===== src/rtl/register_file_pkg.sv =====
// rtl/register_file_pkg.sv - shared register-file constants and id validity helper
package Regs_pkg;

  localparam int REG_ID_W  = 8;
  localparam int ARCH_REGS = 32;
  localparam int X0        = 0;

  // Register 0 and ids beyond the architectural range never hold state.
  function automatic logic reg_id_valid(input logic [REG_ID_W-1:0] id);
    return (id != REG_ID_W'(X0)) && (id < REG_ID_W'(ARCH_REGS));
  endfunction

endpackage


===== src/rtl/register_file_scoreboard.sv =====
// rtl/register_file_scoreboard.sv - pending-write busy bitmap and decode hazard detect
module register_file_scoreboard
  import Regs_pkg::*;
(
  input  logic                 clk,
  input  logic                 reset,
  input  logic                 flush_in,
  input  logic                 clr_en_in,
  input  logic [REG_ID_W-1:0]  clr_id_in,
  input  logic                 set_en_in,
  input  logic [REG_ID_W-1:0]  set_id_in,
  input  logic [REG_ID_W-1:0]  rs1_id_in,
  input  logic [REG_ID_W-1:0]  rs2_id_in,
  output logic [ARCH_REGS-1:0] busy_mask_out,
  output logic                 hazard_out
);

  localparam int IDX_W = $clog2(ARCH_REGS);

  logic [ARCH_REGS-1:0] busy_nxt;
  logic                 rs1_hazard;
  logic                 rs2_hazard;

  // Clear is applied before set so an issue to a retiring id stays pending.
  always_comb begin
    busy_nxt = busy_mask_out;
    if (flush_in) begin
      busy_nxt = '0;
    end else begin
      if (clr_en_in && reg_id_valid(clr_id_in))
        busy_nxt[clr_id_in[IDX_W-1:0]] = 1'b0;
      if (set_en_in && reg_id_valid(set_id_in))
        busy_nxt[set_id_in[IDX_W-1:0]] = 1'b1;
    end
  end

  always_ff @(posedge clk or posedge reset) begin
    if (reset)
      busy_mask_out <= '0;
    else
      busy_mask_out <= busy_nxt;
  end

  // A register being written back this cycle is no longer a reason to stall.
  always_comb begin
    rs1_hazard = 1'b0;
    rs2_hazard = 1'b0;
    if (reg_id_valid(rs1_id_in))
      rs1_hazard = busy_mask_out[rs1_id_in[IDX_W-1:0]] &&
                   !(clr_en_in && (clr_id_in == rs1_id_in));
    if (reg_id_valid(rs2_id_in))
      rs2_hazard = busy_mask_out[rs2_id_in[IDX_W-1:0]] &&
                   !(clr_en_in && (clr_id_in == rs2_id_in));
    hazard_out = rs1_hazard || rs2_hazard;
  end

endmodule


===== src/rtl/register_file.sv =====
// rtl/register_file.sv - architectural register array with bypassed registered read ports
module register_file
  import Regs_pkg::*;
(
  input  logic                 clk,
  input  logic                 reset,
  input  logic [31:0]          regs_data_in,
  input  logic [REG_ID_W-1:0]  regs_wr_id_in,
  input  logic                 regs_write_in,
  input  logic [REG_ID_W-1:0]  rs1_id_in,
  input  logic [REG_ID_W-1:0]  rs2_id_in,
  input  logic                 rd_en_in,
  input  logic                 issue_in,
  input  logic [REG_ID_W-1:0]  issue_rd_in,
  input  logic                 flush_in,
  output logic [31:0]          rs1_data_out,
  output logic [31:0]          rs2_data_out,
  output logic                 hazard_out,
  output logic [ARCH_REGS-1:0] busy_mask_out
);

  localparam int REGS  = ARCH_REGS;
  localparam int IDX_W = $clog2(REGS);

  logic [31:0] mem [REGS];
  logic [31:0] rs1_val;
  logic [31:0] rs2_val;

  // Write-through: a same-cycle writeback to the read id wins over the array.
  function automatic logic [31:0] port_value(input logic [REG_ID_W-1:0] id,
                                             input logic [31:0]         entry);
    logic [31:0] val;
    val = '0;
    if (reg_id_valid(id)) begin
      if (regs_write_in && (regs_wr_id_in == id))
        val = regs_data_in;
      else
        val = entry;
    end
    return val;
  endfunction

  always_comb begin
    rs1_val = port_value(rs1_id_in, mem[rs1_id_in[IDX_W-1:0]]);
    rs2_val = port_value(rs2_id_in, mem[rs2_id_in[IDX_W-1:0]]);
  end

  always_ff @(posedge clk or posedge reset) begin
    if (reset) begin
      for (int i = 0; i < REGS; i++)
        mem[i] <= '0;
    end else if (regs_write_in && reg_id_valid(regs_wr_id_in)) begin
      mem[regs_wr_id_in[IDX_W-1:0]] <= regs_data_in;
    end
  end

  always_ff @(posedge clk or posedge reset) begin
    if (reset) begin
      rs1_data_out <= '0;
      rs2_data_out <= '0;
    end else if (rd_en_in) begin
      rs1_data_out <= rs1_val;
      rs2_data_out <= rs2_val;
    end
  end

  register_file_scoreboard u_scoreboard (
    .clk           (clk),
    .reset         (reset),
    .flush_in      (flush_in),
    .clr_en_in     (regs_write_in),
    .clr_id_in     (regs_wr_id_in),
    .set_en_in     (issue_in),
    .set_id_in     (issue_rd_in),
    .rs1_id_in     (rs1_id_in),
    .rs2_id_in     (rs2_id_in),
    .busy_mask_out (busy_mask_out),
    .hazard_out    (hazard_out)
  );

endmodule

===== config.mk =====
export PLATFORM = sky130hd
export DESIGN_NAME = register_file
export DESIGN_NICKNAME = d
export VERILOG_FILES = /design/src/rtl/register_file_pkg.sv /design/src/rtl/register_file_scoreboard.sv /design/src/rtl/register_file.sv
export SDC_FILE = /design/constraint.sdc
export NUM_CORES = 2
export LEC_CHECK = 0
export CELL_PAD_IN_SITES_DETAIL_PLACEMENT = 1
export CELL_PAD_IN_SITES_GLOBAL_PLACEMENT = 2
export CORE_ASPECT_RATIO = 1.1
export CORE_MARGIN = 3
export CORE_UTILIZATION = 40
export DETAILED_ROUTE_END_ITERATION = 16
export PLACE_DENSITY = 0.72
export SLEW_MARGIN = 30
export SYNTH_ARGS = -nofsm -noshare
export SYNTH_HDL_FRONTEND = slang
export SYNTH_SLANG_ARGS = --single-unit

===== constraint.sdc =====
create_clock -name clk -period 66 [get_ports clk]
set_clock_uncertainty 0.15 [all_clocks]
set_input_delay 6.6 -clock clk [delete_from_list [all_inputs] [get_ports clk]]
set_output_delay 6.6 -clock clk [all_outputs]
set_load 0.1 [all_outputs]

==> results.md <==
* CTS tree: built
* Die ar. at 152100 um^2
* Final Max Slew Viols at 0
* CP Launch Point: rs1_id_in[2]
* Slew HR at 0.2861
* Top FF cell, synth: dfrtp_1
* Via density at 6.458
* Clk Tree Root Cell: clkbuf_16
* Power density cells at 24.58 nW/um^2
* Non-Filler Instances at 6007
* CTS resizes at 0
* Initial antenna violation count at 18
* Critical path destination: hazard_out
* Register area share after synthesis at 0.4752
* Reg2reg start: mem[534]
* # rows at 147
* Asr flop ratio synth at 1.000
* Mapped Cells at 4078
* Vias in the first global route at 41230
* Setup TNS at 0 ns
* Crit Reg-Reg Endpoint: rs1_data_out[22]
* Final period util at 0.2655
* First-pass GRT wire length at 304000 um
* # clock sinks at 1120
* Startpoint Class: input pin
* Post-CTS Setup Inserts at 0
* HP Class: flop to flop
* Post-CTS Hold Buffers at 0
* Final hold viol count at 0
* Worst Path Max Fanout at 60
* Worst Reg-to-Reg Cells at 5
* P_int at 1.203 mW
* Sw Share at 0.2578
* Share of post-route cells with drive strength above 1 at 0.4350
* Max-cap violations at 0
* Flop2flop setup slack at 63.61 ns
* Slew @ Worst Pin at 1.071 ns
* Placed cells at 5785
* RSZ-0062 raised after global routing: false
* Skew-Pair Late Insertion Delay at 0.77 ns
* Die W at 372.1 um
* PortBufs at 166
* P_sw at 0.4179 mW
* Max Clock Freq at 0.05707 GHz
* Die H at 408.7 um
* Leak at 30.07 nW
* Synthesized area per cell at 14.46 um^2
* Core Area at 146200 um^2
* Final #Nets at 4054
* Setup violators final at 0
* Worst setup EP type: output pin
* Clock Tree Buf Depth at 3
* Comb power frac at 0.105
* GP Congestion at 0.7900
* Post-route ant nets at 0
* WL per Instance at 35.09 um
* Drt drc at 0
* Worst Path Arrival at 10.77 ns
* Unique masters post-synth at 56
* DRT Pass-1 Iters at 5
* Outcome: finished clean
* Max rail drop VDD at 0.01957 mV
* Sequential share of power at 0.456
* Area post-placement at 61780 um^2
* Filler instances at 14250
* Setup Crit Path Kind: input pin to output pin
* Synth-to-layout area growth at 11.82%
* Initial core utilization at 0.4034
* EDFF count, synth at 0
* CTS buffer count at 131
* Clock power frac at 0.439
* FF+latch count, synth at 1120
* Post-synth net total at 4148
* Num ports at 167
* Hold Worst Slack at 0.2422 ns
* H-tree Lvls at 4
* Vias post-DR at 38800
* Yosys warning total at 0
* Finished Cell Area at 65950 um^2
* Total GRT Usage at 0.2770
* Worst endpoint required time at 59.25 ns
* Detailed Route Iter0 Violations at 3246
* Synthesized cell area at 58980 um^2
* Dpl hpwl at 115700 um
* Worst-path clk slew at 0.06 ns
* Min cycle time layout at 17.52 ns
* Remaining global-route overflow at 0
* Final wirelength at 210800 um
* Largest net degree at the start of global routing at 171
## through the flow
| step | setup slack, ns | power, mW | utilization |
|---|---|---|---|
| floorplan | 27.71 | 0.8654 | - |
| global placement | 48.54 | 0.9168 | 0.4221 |
| detailed placement | 48.52 | 0.9213 | 0.4225 |
| CTS | 48.53 | 1.634 | 0.4505 |
| global route | 48.41 | 1.678 | 0.4510 |
| finish | 48.48 | 1.621 | 0.4511 |
## cell usage in the layout (no fill, tap or decap), types with 50 or more instances in the layout
master,netlist,final
a22o_1,56,56
clkbuf_16,0,133
mux2i_1,261,261
buf_4,33,71
mux2_2,989,989
o221ai_1,66,66
o22ai_1,64,64
clkdlybuf4s50_1,0,137
mux4_2,398,398
a21oi_1,91,91
dfrtp_1,1120,1120
nor2b_1,54,50
a22oi_1,99,99
## metal layers
layer,up-vias,track usage,wire (um)
li1,15630,-,-
met1,21480,0.3921,92580
met2,1310,0.4338,98080
met3,368,0.04569,12890
met4,8,0.09168,7171
met5,-,0,60
## registers in the layout, indices dropped and copies added (netlist names)
signal	count
u_scoreboard.busy_mask_out	32
mem	1024
rs2_data_out	32
rs1_data_out	32
## how the worst min path moves through the flow
stage	start	to	slack [ns]	depth (start not counted)
final	mem[1003]	mem[1003]	0.24	0
after floorplan	mem[1000]	mem[1000]	0.29	1
after detailed placement	mem[1003]	mem[1003]	0.23	0
after CTS	mem[1002]	mem[1002]	0.25	0
after global placement	mem[1007]	mem[1007]	0.23	0
after global routing	mem[1000]	mem[1000]	0.26	0
## synthesized netlist by cell type, types with 16 or more instances
| master | instances | share of area |
|---|---|---|
| a2111oi_0 | 23 | 0.0034 |
| a2111oi_2 | 23 | 0.0059 |
| a211o_1 | 31 | 0.0046 |
| a211oi_1 | 28 | 0.0036 |
| a21o_1 | 31 | 0.0039 |
| a21oi_1 | 91 | 0.0077 |
| a22o_1 | 56 | 0.0083 |
| a22oi_1 | 99 | 0.013 |
| a32oi_1 | 32 | 0.0048 |
| and3_1 | 35 | 0.0037 |
| buf_1 | 29 | 0.0018 |
| buf_2 | 128 | 0.011 |
| buf_4 | 33 | 0.0042 |
| buf_6 | 21 | 0.0040 |
| clkbuf_1 | 267 | 0.017 |
| dfrtp_1 | 1120 | 0.48 |
| mux2_2 | 989 | 0.19 |
| mux2i_1 | 261 | 0.044 |
| mux4_2 | 398 | 0.15 |
| nand2_1 | 23 | 0.0015 |
| nor2_1 | 31 | 0.0020 |
| nor2b_1 | 54 | 0.0057 |
| o21ai_0 | 34 | 0.0029 |
| o221ai_1 | 66 | 0.0098 |
| o22ai_1 | 64 | 0.0068 |
| xnor2_1 | 16 | 0.0024 |
## kinds of logic after synthesis
logic type	Yosys count	share of synthesized area
AOI/OAI and AO/OA	590	0.07573
xor gates and xnor gates	16	0.002376
buffers and inverters	484	0.03831
muxes	1651	0.3857
DFF	1120	0.4752
and+or+nand+nor	217	0.02276
## power by group through the flow
stage	clock [mW]	combinational, mW	sequential [mW]
global route	0.754	0.182	0.743
CTS	0.725	0.171	0.738
floorplan	0	0.114	0.751
detailed placement	0	0.171	0.751
global placement	0	0.169	0.748
finish	0.711	0.171	0.739
## cell type report
type | instances | area, um^2 | area share
antenna | 1 | 2.502 | 0.00003794
clock buffer | 188 | 3785 | 0.05739
clock inverter | 30 | 301.5 | 0.004572
inverter | 5 | 26.28 | 0.0003984
multi-input combinational | 2474 | 28960 | 0.4392
sequential | 1120 | 28030 | 0.4249
tap | 1937 | 2424 | 0.03675
timing repair buffer | 252 | 2425 | 0.03677
## critical path, stage by stage
cell and delay, ns:
clkbuf_8 0.56, buf_4 0.62, or3b_4 0.68, o221ai_1 0.30, a21oi_1 0.07, a211oi_1 0.21, a22o_1 0.41, clkdlybuf4s50_1 1.21
(Power assumes the default switching activity.)
